<file path="src/rtl/grid_level_streamer_if.sv">
// Level ROM read port and grid RAM write port of the grid level streamer.
// The streamer is the master; ROM and grid memory sit on the slave side.
interface grid_level_streamer_if #(
    parameter int X_BITS     = 6,
    parameter int Y_BITS     = 5,
    parameter int CELL_BITS  = 3,
    parameter int LEVEL_BITS = 2
);
    logic [LEVEL_BITS-1:0] rom_level;
    logic [X_BITS-1:0]     rom_x;
    logic [Y_BITS-1:0]     rom_y;
    logic [CELL_BITS-1:0]  rom_data;
    logic [X_BITS-1:0]     grid_x;
    logic [Y_BITS-1:0]     grid_y;
    logic [CELL_BITS-1:0]  grid_in;
    logic                  grid_write;
    logic                  grid_ready;

    modport master (
        output rom_level,
        output rom_x,
        output rom_y,
        input  rom_data,
        output grid_x,
        output grid_y,
        output grid_in,
        output grid_write,
        input  grid_ready
    );

    modport slave (
        input  rom_level,
        input  rom_x,
        input  rom_y,
        output rom_data,
        input  grid_x,
        input  grid_y,
        input  grid_in,
        input  grid_write,
        output grid_ready
    );
endinterface

</file>
<file path="src/rtl/grid_level_streamer.sv">
// Walks a GRID_W x GRID_H grid row-major, copying a level ROM (or a fill
// value) into grid memory over a ready/valid write port.
module grid_level_streamer #(
    parameter int GRID_W      = 40,
    parameter int GRID_H      = 30,
    parameter int X_BITS      = 6,
    parameter int Y_BITS      = 5,
    parameter int CELL_BITS   = 3,
    parameter int NUM_LEVELS  = 4,
    parameter int LEVEL_BITS  = 2,
    parameter int ROM_LATENCY = 1,
    parameter int FILL_VALUE  = 0,
    parameter int CNT_BITS    = 11
) (
    input  logic                  clock,
    input  logic                  resetn,
    input  logic                  start,
    input  logic                  clear_mode,
    input  logic [LEVEL_BITS-1:0] level,
    input  logic                  abort,
    output logic                  busy,
    output logic                  done,
    output logic                  err,
    output logic [CNT_BITS-1:0]   cell_count,
    grid_level_streamer_if.master bus
);
    localparam logic [1:0] S_IDLE  = 2'd0;
    localparam logic [1:0] S_FETCH = 2'd1;
    localparam logic [1:0] S_WRITE = 2'd2;
    localparam logic [1:0] S_DONE  = 2'd3;

    localparam int LAT_W = (ROM_LATENCY > 0) ? $clog2(ROM_LATENCY + 1) : 1;
    localparam logic [LAT_W-1:0]     LAT_INIT = LAT_W'(ROM_LATENCY);
    localparam logic [X_BITS-1:0]    X_LAST   = X_BITS'(GRID_W - 1);
    localparam logic [Y_BITS-1:0]    Y_LAST   = Y_BITS'(GRID_H - 1);
    localparam logic [CELL_BITS-1:0] FILL     = CELL_BITS'(FILL_VALUE);

    logic [1:0]            r_state;
    logic [X_BITS-1:0]     r_x;
    logic [Y_BITS-1:0]     r_y;
    logic [LEVEL_BITS-1:0] r_level;
    logic                  r_clear;
    logic [LAT_W-1:0]      r_lat;
    logic [CELL_BITS-1:0]  r_data;
    logic [CNT_BITS-1:0]   r_count;
    logic                  r_err;

    logic                  w_bad_level;
    logic                  w_accept;
    logic                  w_last;
    logic                  w_x_wrap;
    logic [CELL_BITS-1:0]  w_cell;

    assign w_bad_level = 32'(level) >= NUM_LEVELS;
    assign w_accept    = (r_state == S_WRITE) && bus.grid_ready;
    assign w_x_wrap    = (r_x == X_LAST);
    assign w_last      = w_x_wrap && (r_y == Y_LAST);
    assign w_cell      = r_clear ? FILL : r_data;

    assign busy          = (r_state != S_IDLE);
    assign done          = (r_state == S_DONE);
    assign err           = done && r_err;
    assign cell_count    = r_count;
    assign bus.rom_level = r_level;
    assign bus.rom_x     = r_x;
    assign bus.rom_y     = r_y;
    assign bus.grid_x    = r_x;
    assign bus.grid_y    = r_y;
    assign bus.grid_in   = w_cell;
    assign bus.grid_write = (r_state == S_WRITE);

    always_ff @(posedge clock or negedge resetn) begin
        if (!resetn) begin
            r_state <= S_IDLE;
            r_x     <= '0;
            r_y     <= '0;
            r_level <= '0;
            r_clear <= 1'b0;
            r_lat   <= '0;
            r_data  <= '0;
            r_count <= '0;
            r_err   <= 1'b0;
        end else begin
            unique case (r_state)
                S_IDLE: begin
                    if (start) begin
                        r_level <= level;
                        r_clear <= clear_mode;
                        r_x     <= '0;
                        r_y     <= '0;
                        r_count <= '0;
                        r_err   <= 1'b0;
                        if (w_bad_level) begin
                            r_state <= S_DONE;
                            r_err   <= 1'b1;
                        end else if (clear_mode) begin
                            r_state <= S_WRITE;
                        end else begin
                            r_state <= S_FETCH;
                            r_lat   <= LAT_INIT;
                        end
                    end
                end
                S_FETCH: begin
                    if (abort) begin
                        r_state <= S_DONE;
                        r_err   <= 1'b1;
                    end else if (r_lat == '0) begin
                        r_data  <= bus.rom_data;
                        r_state <= S_WRITE;
                    end else begin
                        r_lat <= r_lat - LAT_W'(1);
                    end
                end
                S_WRITE: begin
                    // An accept on the abort edge still counts.
                    if (w_accept && (w_cell != '0) && (r_count != '1))
                        r_count <= r_count + CNT_BITS'(1);
                    if (abort) begin
                        r_state <= S_DONE;
                        r_err   <= 1'b1;
                    end else if (w_accept) begin
                        if (w_last) begin
                            r_state <= S_DONE;
                            r_err   <= 1'b0;
                        end else begin
                            if (w_x_wrap) begin
                                r_x <= '0;
                                r_y <= r_y + Y_BITS'(1);
                            end else begin
                                r_x <= r_x + X_BITS'(1);
                            end
                            if (!r_clear) begin
                                r_state <= S_FETCH;
                                r_lat   <= LAT_INIT;
                            end
                        end
                    end
                end
                S_DONE: begin
                    r_state <= S_IDLE;
                    r_err   <= 1'b0;
                end
                default: r_state <= S_IDLE;
            endcase
        end
    end
endmodule
</file>
<file path="src/flat_wrapper.sv">
// flat-port wrapper written by rule: the top's interface ports become plain ports
module grid_level_streamer_flat 
#(
    parameter int GRID_W      = 40,
    parameter int GRID_H      = 30,
    parameter int X_BITS      = 6,
    parameter int Y_BITS      = 5,
    parameter int CELL_BITS   = 3,
    parameter int NUM_LEVELS  = 4,
    parameter int LEVEL_BITS  = 2,
    parameter int ROM_LATENCY = 1,
    parameter int FILL_VALUE  = 0,
    parameter int CNT_BITS    = 11
)
  (clock, resetn, start, clear_mode, level, abort, busy, done, err, cell_count, bus_rom_level, bus_rom_x, bus_rom_y, bus_rom_data, bus_grid_x, bus_grid_y, bus_grid_in, bus_grid_write, bus_grid_ready);
  grid_level_streamer_if #(.X_BITS(X_BITS), .Y_BITS(Y_BITS), .CELL_BITS(CELL_BITS), .LEVEL_BITS(LEVEL_BITS)) bus_i ();
  input  logic clock;
  input  logic resetn;
  input  logic start;
  input  logic clear_mode;
  input  logic [LEVEL_BITS-1:0] level;
  input  logic abort;
  output logic busy;
  output logic done;
  output logic err;
  output logic [CNT_BITS-1:0] cell_count;
  output wire logic [$bits(bus_i.rom_level)-1:0] bus_rom_level;
  output wire logic [$bits(bus_i.rom_x)-1:0] bus_rom_x;
  output wire logic [$bits(bus_i.rom_y)-1:0] bus_rom_y;
  input wire logic [$bits(bus_i.rom_data)-1:0] bus_rom_data;
  output wire logic [$bits(bus_i.grid_x)-1:0] bus_grid_x;
  output wire logic [$bits(bus_i.grid_y)-1:0] bus_grid_y;
  output wire logic [$bits(bus_i.grid_in)-1:0] bus_grid_in;
  output wire logic [$bits(bus_i.grid_write)-1:0] bus_grid_write;
  input wire logic [$bits(bus_i.grid_ready)-1:0] bus_grid_ready;
  assign bus_rom_level = bus_i.rom_level;
  assign bus_rom_x = bus_i.rom_x;
  assign bus_rom_y = bus_i.rom_y;
  assign bus_i.rom_data = bus_rom_data;
  assign bus_grid_x = bus_i.grid_x;
  assign bus_grid_y = bus_i.grid_y;
  assign bus_grid_in = bus_i.grid_in;
  assign bus_grid_write = bus_i.grid_write;
  assign bus_i.grid_ready = bus_grid_ready;
  grid_level_streamer #(.GRID_W(GRID_W), .GRID_H(GRID_H), .X_BITS(X_BITS), .Y_BITS(Y_BITS), .CELL_BITS(CELL_BITS), .NUM_LEVELS(NUM_LEVELS), .LEVEL_BITS(LEVEL_BITS), .ROM_LATENCY(ROM_LATENCY), .FILL_VALUE(FILL_VALUE), .CNT_BITS(CNT_BITS)) u_core (.clock(clock), .resetn(resetn), .start(start), .clear_mode(clear_mode), .level(level), .abort(abort), .busy(busy), .done(done), .err(err), .cell_count(cell_count), .bus(bus_i));
endmodule
</file>
<file path="config.mk">
export PLATFORM = sky130hd
export DESIGN_NAME = grid_level_streamer_flat
export DESIGN_NICKNAME = d
export VERILOG_FILES = /design/src/rtl/grid_level_streamer_if.sv /design/src/rtl/grid_level_streamer.sv /design/src/flat_wrapper.sv
export SDC_FILE = /design/constraint.sdc
export NUM_CORES = 1
export LEC_CHECK = 0
export BUFFER_PORTS_ARGS = -buffer_cell sky130_fd_sc_hd__buf_2
export CAP_MARGIN = 25
export CORE_UTILIZATION = 53
export DETAILED_ROUTE_END_ITERATION = 10
export PLACE_DENSITY = 0.79
export RECOVER_POWER = 50
export SLEW_MARGIN = 20
export SYNTH_ARGS = -nofsm -noshare
export SYNTH_HDL_FRONTEND = slang
export SYNTH_SLANG_ARGS = --single-unit
</file>
<file path="constraint.sdc">
create_clock -name clock -period 3.2 [get_ports clock]
set_clock_uncertainty 0.15 [all_clocks]
set_input_delay 0.32 -clock clock [delete_from_list [all_inputs] [get_ports clock]]
set_output_delay 0.32 -clock clock [all_outputs]
set_load 0.02 [all_outputs]
</file>
==> metrics.txt, run 1 <==
# TYPE chip_impl_metric gauge
chip_impl_info{name="status",value="finished, violations left"} 1
chip_impl_metric{name="initial_core_util",unit="%"} 56.7
chip_impl_metric{name="synth_seq_area_share",unit="%"} 37.5
chip_impl_metric{name="cts-htree-levels",unit=""} 2
chip_impl_metric{name="maximum_frequency_from_static_timing_analysis",unit="GHz"} 0.408
chip_impl_metric{name="detail_route.wirelength",unit="um"} 4810
chip_impl_info{name="layout.cells.most_common_list",value="32 x dfrtp_1, 30 x nand2_1, 30 x buf_2"} 1
chip_impl_metric{name="total_i_o_pin_count",unit=""} 53
chip_impl_metric{name="placement_rows",unit=""} 22
chip_impl_metric{name="vert_die_dim",unit="um"} 65.5
chip_impl_metric{name="timing.final.crit_period",unit="ps"} 2450
chip_impl_metric{name="drt.antenna.violating_nets",unit=""} 0
chip_impl_metric{name="numClockSinks",unit=""} 32
chip_impl_info{name="timing.critical_path.cells",value="inv_1 -> ha_1 -> buf_4 -> nand3_1 -> o41ai_2 -> buf_4 -> o21ai_0 -> a22o_1"} 1
chip_impl_metric{name="max_cap_violations",unit=""} 1
chip_impl_metric{name="syn-cell-area",unit="sq um"} 2140
chip_impl_metric{name="place.gp.congestion",unit=""} 0.949
chip_impl_metric{name="grt_use_total",unit="%"} 24.5
chip_impl_metric{name="cp_num_buf_inv",unit=""} 3
chip_impl_metric{name="worst-path-max-fanout",unit=""} 20
chip_impl_metric{name="layout.nets",unit=""} 294
chip_impl_info{name="criticalPathCategory",value="reg -> reg"} 1
chip_impl_info{name="tritoncts",value="built"} 1
chip_impl_info{name="worstReg2RegEnd",value="u_core.cell_count[2]$_DFFE_PN0P_"} 1
chip_impl_metric{name="via_count",unit=""} 1914
chip_impl_info{name="worst_path_max_delay_cell",value="dfrtp_1"} 1
chip_impl_info{name="dominantRegCellSynth",value="dfrtp_1"} 1
chip_impl_metric{name="max_stage_delay",unit="ps"} 410
chip_impl_info{name="cts_root_buf",value="clkbuf_8"} 1
chip_impl_info{name="holdCritPathClass",value="in -> reg"} 1
chip_impl_metric{name="share_of_the_cycle_needed_by_the_critical_path_after_routing",unit="%"} 76.6
chip_impl_info{name="violations_in_the_final_reports",value="capacitance limit, slew limit"} 1
chip_impl_metric{name="design_power_total",unit="mW"} 1.93
chip_impl_metric{name="power.static_leakage",unit="nW"} 1.07
chip_impl_metric{name="worstPathRequired",unit="ps"} 3230
chip_impl_metric{name="post_synth_inst_count",unit=""} 235
chip_impl_info{name="worst_setup_path_end_kind",value="flip-flop"} 1
chip_impl_info{name="worst_setup_path_start_kind",value="flip-flop"} 1
chip_impl_metric{name="ir_worst_vdd",unit="uV"} 452
chip_impl_info{name="final_common_cell",value="dfrtp_1"} 1
chip_impl_metric{name="numCtsBuffers",unit=""} 5
chip_impl_info{name="worst_path_dominant_cell_family",value="buffers and inverters"} 1
chip_impl_metric{name="timing.reg2reg.setup_slack",unit="ps"} 750
chip_impl_info{name="worst_path_most_repeated_cell",value="buf_4"} 1
chip_impl_info{name="min_delay_endpoint",value="u_core.r_data[2]$_DFFE_PN0P_"} 1
chip_impl_metric{name="worstRegToRegCells",unit=""} 8
chip_impl_metric{name="netlist-cell-type-count",unit=""} 52
chip_impl_metric{name="post-route-drc-count",unit=""} 0
chip_impl_metric{name="diodes",unit=""} 0
chip_impl_metric{name="post-cts-setup-buffers",unit=""} 0
chip_impl_metric{name="drive_gt1_share",unit="%"} 20.1
chip_impl_metric{name="setup_viol_count_final",unit=""} 0
chip_impl_metric{name="gr-total-overflow",unit=""} 0
chip_impl_metric{name="worst_skew_pair_latency",unit="ps"} 280
chip_impl_metric{name="cts.reportedPaths.clkPinSlew",unit="ps"} 70
chip_impl_metric{name="grt_pass1_wl",unit="um"} 8070
chip_impl_metric{name="syn_area_per_cell",unit="sq um"} 9.09
chip_impl_metric{name="grt_pass1_vias",unit=""} 1755
chip_impl_metric{name="synth-seq-cells",unit=""} 32
chip_impl_metric{name="die_area",unit="sq um"} 4290
chip_impl_metric{name="grt_max_degree",unit=""} 33
chip_impl_metric{name="count_of_flip_flops_with_a_built_in_enable_after_synthesis",unit=""} 0
chip_impl_metric{name="syn_nets",unit=""} 255
chip_impl_metric{name="tightestPinTransition",unit="ps"} 1750
chip_impl_metric{name="post_cts_hold_buffer_count",unit=""} 1
chip_impl_metric{name="ys_warn_count",unit=""} 0
chip_impl_metric{name="die_width",unit="um"} 65.5
chip_impl_metric{name="async_reset_ff_share",unit="%"} 100
chip_impl_metric{name="first_pass_iters",unit=""} 4
chip_impl_metric{name="pwr_per_cell_area",unit="nW/um^2"} 798
chip_impl_metric{name="max-clock-path-buffers",unit=""} 2
chip_impl_metric{name="cp_data_arrival_time",unit="ps"} 2480
chip_impl_metric{name="mean_number_of_vias_per_cell",unit=""} 5.94
chip_impl_metric{name="finalSetupTns",unit="ps"} 0
chip_impl_metric{name="finalMaxSlewViolations",unit=""} 33
chip_impl_metric{name="antenna_found_initial",unit=""} 0
chip_impl_info{name="hold_start",value="bus_rom_data[2]"} 1
chip_impl_metric{name="hold_path_depth",unit=""} 2
chip_impl_metric{name="buffer_ports.inserted",unit=""} 52
chip_impl_metric{name="hold_viol_final",unit=""} 0
chip_impl_metric{name="drt-wirelength-per-cell",unit="um"} 14.9
chip_impl_metric{name="syn2layout_area_growth",unit="%"} 12.9
chip_impl_metric{name="drt_iter0_drc",unit=""} 124
chip_impl_metric{name="dp_hpwl",unit="um"} 3350
chip_impl_metric{name="timing.max_slew.rel_slack",unit="%"} -16.9
chip_impl_info{name="reg2reg_from",value="u_core.r_state[0]$_DFFE_PN0P_"} 1
chip_impl_info{name="unrepaired_setup_endpoints_after_global_routing",value="false"} 1
chip_impl_metric{name="cts_resized",unit=""} 0
chip_impl_metric{name="fp.coreArea",unit="sq um"} 3770
## synth_stat cells, types with 2 or more instances
cell type / number / area (sq um)
nand2b_1: 4 / 25.0
nand3_1: 16 / 80.1
or3_1: 3 / 18.8
o211ai_1: 5 / 37.5
nor3_1: 4 / 20.0
o41ai_1: 2 / 17.5
buf_4: 12 / 90.1
buf_2: 2 / 10.0
or4_1: 8 / 60.1
and2_1: 2 / 12.5
nand4_1: 2 / 12.5
inv_1: 10 / 37.5
ha_1: 9 / 113
o22ai_1: 2 / 12.5
nand2_1: 30 / 113
a41oi_1: 3 / 26.3
nand3b_1: 5 / 37.5
o21ai_0: 8 / 40.0
o221ai_1: 4 / 35.0
mux2i_1: 2 / 20.0
a22o_1: 2 / 17.5
dfrtp_1: 32 / 801
mux2_1: 2 / 22.5
buf_6: 2 / 22.5
o31ai_1: 5 / 37.5
nor4_1: 2 / 12.5
a21oi_1: 9 / 45.0
clkbuf_1: 8 / 30.0
nor2b_1: 5 / 31.3
mux2_2: 7 / 78.8
nor2_1: 4 / 15.0
nor3b_1: 4 / 30.0
## sequential cells by signal, indices dropped and copies added (netlist names)
signal / flops
u_core.r_lat: 1
u_core.cell_count: 11
u_core.r_err: 1
u_core.bus.grid_y: 5
u_core.bus.grid_x: 6
u_core.r_clear: 1
u_core.bus.rom_level: 2
u_core.r_data: 3
u_core.r_state: 2
## report_power, final
part | leakage, nW | internal (mW) | switching (mW)
combinational | 0.594 | 0.346 | 0.598
sequential | 0.426 | 0.509 | 0.133
clock | 0.0503 | 0.191 | 0.148
## layer usage
| metal | vias up | wire, um | global-route usage, % |
|---|---|---|---|
| met5 | - | 0 | 0 |
| met4 | 0 | 100 | 10.6 |
| met3 | 12 | 192 | 4.34 |
| met2 | 68 | 2310 | 41.9 |
| met1 | 903 | 2210 | 30.1 |
| li1 | 931 | - | - |
## how the worst max path moves through the flow
stage                                                 from                                to  slack [ps]  depth (start not counted)
after floorplan           u_core.bus.grid_x[1]$_DFFE_PN0P_     u_core.r_state[0]$_DFFE_PN0P_         830                          6
after global placement    u_core.bus.grid_x[1]$_DFFE_PN0P_     u_core.r_state[0]$_DFFE_PN0P_         830                          5
after detailed placement     u_core.r_state[0]$_DFFE_PN0P_  u_core.cell_count[2]$_DFFE_PN0P_         790                          8
after CTS                    u_core.r_state[0]$_DFFE_PN0P_  u_core.cell_count[2]$_DFFE_PN0P_         770                          8
after global routing                                resetn      u_core.r_data[1]$_DFFE_PN0P_         580                          2
final                        u_core.r_state[0]$_DFFE_PN0P_  u_core.cell_count[2]$_DFFE_PN0P_         750                          8
## metrics by stage
step           hold slack (ps)  utilization (%)  instances  instance area (sq um)  setup slack, ps
5_1_grt                    107             64.0        322                   2410              580
3_3_place_gp               267             61.9        314                   2330              831
6_report                   121             64.0        322                   2410              750
4_1_cts                    112             64.7        322                   2440              771
2_1_floorplan             -126                -        235                   2140              831
3_5_place_dp               276             61.9        314                   2330              786
## cells by family after synthesis
group           synth area share (%)
flops                           37.5
mux                             5.68
compound gates                  16.3
buf+inv                         8.90
simple gates                    26.3
fa+ha+maj                       5.27
## final cells by class
type	instances	area [sq um]
clock buffer	7	96.3
fill	353	1360
inverter	10	37.5
multi-input combinational	169	1150
sequential	32	801
tap	48	60.1
timing repair buffer	56	265
Power figures use the tool's default switching activity.
==> run 2, diff against run 1 <==
--- a/config.mk
+++ b/config.mk
@@ -7,9 +7,9 @@
 export LEC_CHECK = 0
 export BUFFER_PORTS_ARGS = -buffer_cell sky130_fd_sc_hd__buf_2
 export CAP_MARGIN = 25
-export CORE_UTILIZATION = 53
+export CORE_UTILIZATION = 48
 export DETAILED_ROUTE_END_ITERATION = 10
-export PLACE_DENSITY = 0.79
+export PLACE_DENSITY = 0.76
 export RECOVER_POWER = 50
 export SLEW_MARGIN = 20
 export SYNTH_ARGS = -nofsm -noshare
==> constraint.sdc (replaced) <==
create_clock -name clock -period 2 [get_ports clock]
set_clock_uncertainty 0.15 [all_clocks]
set_input_delay 0.2 -clock clock [delete_from_list [all_inputs] [get_ports clock]]
set_output_delay 0.2 -clock clock [all_outputs]
set_load 0.02 [all_outputs]
==> run 2 against run 1 <==
Effect of this change: the run ends with setup timing left; total power increased by 110%; via count grew 13%; sequential share of layout area is 6.1 points lower; combinational power increased by 150%; design area grew 23%; highest routed layer unchanged.
==> metrics.txt, run 2 (synthesis results as in run 1) <==
# TYPE chip_impl_metric gauge
chip_impl_metric{name="finalMaxSlewViolations",unit=""} 0
chip_impl_metric{name="setup_viol_count_final",unit=""} 3
chip_impl_metric{name="max-clock-path-buffers",unit=""} 2
chip_impl_info{name="violations_in_the_final_reports",value="setup timing"} 1
chip_impl_metric{name="diodes",unit=""} 0
chip_impl_metric{name="setup_ws",unit="ps"} -44.7
chip_impl_metric{name="post-route-drc-count",unit=""} 0
chip_impl_metric{name="fp.coreArea",unit="sq um"} 4140
chip_impl_metric{name="max_stage_delay",unit="ps"} 390
chip_impl_metric{name="first_pass_iters",unit=""} 5
chip_impl_metric{name="post-place-cells",unit=""} 352
chip_impl_metric{name="grt_pass1_wl",unit="um"} 8930
chip_impl_metric{name="worstPathRequired",unit="ps"} 2030
chip_impl_info{name="criticalPathCategory",value="reg -> reg"} 1
chip_impl_metric{name="vert_die_dim",unit="um"} 68.7
chip_impl_metric{name="total_i_o_pin_count",unit=""} 53
chip_impl_info{name="final_common_cell",value="buf_4"} 1
chip_impl_info{name="cts_root_buf",value="clkbuf_8"} 1
chip_impl_info{name="worst_path_most_repeated_cell",value="buf_4"} 1
chip_impl_metric{name="buffer_ports.inserted",unit=""} 52
chip_impl_info{name="worst_setup_path_end_kind",value="flip-flop"} 1
chip_impl_metric{name="cts.reportedPaths.clkPinSlew",unit="ps"} 70
chip_impl_metric{name="gr-total-overflow",unit=""} 0
chip_impl_metric{name="placement_rows",unit=""} 23
chip_impl_metric{name="max_cap_violations",unit=""} 0
chip_impl_metric{name="share_of_the_cycle_needed_by_the_critical_path_after_routing",unit="%"} 102
chip_impl_metric{name="cp_data_arrival_time",unit="ps"} 2070
chip_impl_metric{name="grt_use_total",unit="%"} 26.3
chip_impl_metric{name="cp_num_buf_inv",unit=""} 3
chip_impl_metric{name="maximum_frequency_from_static_timing_analysis",unit="GHz"} 0.489
chip_impl_metric{name="ir_worst_vdd",unit="uV"} 841
chip_impl_info{name="worst_path_max_delay_cell",value="dfrtp_1"} 1
chip_impl_info{name="worst_path_dominant_cell_family",value="flip-flops"} 1
chip_impl_metric{name="via_count",unit=""} 2155
chip_impl_metric{name="drt_iter0_drc",unit=""} 168
chip_impl_info{name="status",value="finished, violations left"} 1
chip_impl_info{name="worst_setup_path_start_kind",value="flip-flop"} 1
chip_impl_metric{name="cts-htree-levels",unit=""} 2
chip_impl_metric{name="final_cells",unit=""} 371
chip_impl_metric{name="antenna_found_initial",unit=""} 0
chip_impl_metric{name="drt.antenna.violating_nets",unit=""} 0
chip_impl_metric{name="grt_pass1_vias",unit=""} 1907
chip_impl_metric{name="tightestPinTransition",unit="ps"} 828
chip_impl_metric{name="initial_core_util",unit="%"} 51.6
chip_impl_metric{name="power.static_leakage",unit="nW"} 1.39
chip_impl_metric{name="syn2layout_area_growth",unit="%"} 39.2
chip_impl_metric{name="preCtsSetupSlack",unit="ps"} -27.6
chip_impl_metric{name="timing.final.crit_period",unit="ps"} 2040
chip_impl_metric{name="timing.max_slew.rel_slack",unit="%"} 44.8
chip_impl_metric{name="numClockSinks",unit=""} 32
chip_impl_metric{name="post-route-util",unit="%"} 71.8
chip_impl_metric{name="numCtsBuffers",unit=""} 5
chip_impl_info{name="layout.cells.most_common_list",value="42 x buf_4, 34 x buf_2, 30 x nand2_1"} 1
chip_impl_metric{name="worst_skew_pair_latency",unit="ps"} 300
chip_impl_metric{name="worst-path-max-fanout",unit=""} 5
chip_impl_metric{name="hold_viol_final",unit=""} 0
chip_impl_metric{name="layout.nets",unit=""} 340
chip_impl_metric{name="mean_number_of_vias_per_cell",unit=""} 5.81
chip_impl_metric{name="grt_max_degree",unit=""} 33
chip_impl_metric{name="finalSetupTns",unit="ps"} -86.1
chip_impl_metric{name="drt-wirelength-per-cell",unit="um"} 16.2
chip_impl_metric{name="pwr_per_cell_area",unit="nW/um^2"} 1350
chip_impl_info{name="timing.critical_path.cells",value="buf_4 -> inv_4 -> buf_4 -> ha_2 -> nor3b_2 -> a311o_1 -> mux2_1"} 1
chip_impl_info{name="tritoncts",value="built"} 1
chip_impl_metric{name="place.gp.congestion",unit=""} 0.842
chip_impl_metric{name="dp_hpwl",unit="um"} 3940
chip_impl_metric{name="die_area",unit="sq um"} 4720
chip_impl_info{name="holdCritPathClass",value="in -> reg"} 1
chip_impl_metric{name="largest_register_ffs",unit=""} 11
chip_impl_info{name="unrepaired_setup_endpoints_after_global_routing",value="true"} 1
chip_impl_metric{name="die_width",unit="um"} 68.7
chip_impl_metric{name="detail_route.wirelength",unit="um"} 6010
chip_impl_metric{name="drive_gt1_share",unit="%"} 39.6
==> run 2: changes by cell type in the layout (fill, tap and decap cells not counted), sizes merged <==
cell / delta
buf: +45
dlygate4sd3: +5
clkbuf: -4
bufinv: +1
==> run 2: layout make-up <==
class,count,area [sq um]
clock buffer,7,96.3
clock inverter,1,30.0
fill,324,1170
inverter,10,40.0
multi-input combinational,169,1300
sequential,32,806
tap,50,62.6
timing repair buffer,102,637
==> run 2: worst paths after layout <==
check	startpoint	end	slack (ps)	depth (start not counted)
max in group asynchronous	resetn	u_core.bus.grid_y[1]$_DFFE_PN0P_	750	2
min in group asynchronous	resetn	u_core.bus.rom_level[0]$_DFFE_PN0P_	380	2
min reg2reg	u_core.bus.rom_level[0]$_DFFE_PN0P_	u_core.bus.rom_level[0]$_DFFE_PN0P_	370	1
max	u_core.r_state[1]$_DFFE_PN0P_	u_core.r_state[0]$_DFFE_PN0P_	-40	7
max reg2reg	u_core.r_state[1]$_DFFE_PN0P_	u_core.r_state[0]$_DFFE_PN0P_	-40	7
min	clear_mode	u_core.r_clear$_DFFE_PN0P_	40	2
==> run 2: layer usage <==
layer  track usage, %  wire, um
met1             32.8      2550
met2             43.1      2870
met3             6.41       425
met4             11.0       167
met5                0         0
==> run 2: report_power, final <==
part           total [mW]  internal, mW  switching, mW  leakage, nW
sequential          0.970         0.819          0.151        0.419
combinational        2.34          1.04           1.30        0.906
clock               0.701         0.440          0.261       0.0645
total                4.01          2.30           1.71         1.39
==> run 2: repair_timing <==
| item | in CTS | in global routing |
|---|---|---|
| pin swaps | 1 | 8 |
| endpoints found under the setup margin | 6 | 21 |
| hold endpoints to repair | 37 | 0 |
| setup buffers | 0 | 6 |
| gates resized for setup | 4 | 26 |
| hold buffers | 6 | 0 |
==> run 2: through the flow <==
step	power [mW]	area, sq um	hold WS [ps]
after global routing	4.22	2980	36.3
after global placement	2.90	2670	156
after detailed placement	2.96	2670	160
after CTS	3.73	2870	33.8
final	4.01	2980	36.3
after floorplan	2.30	2240	-246
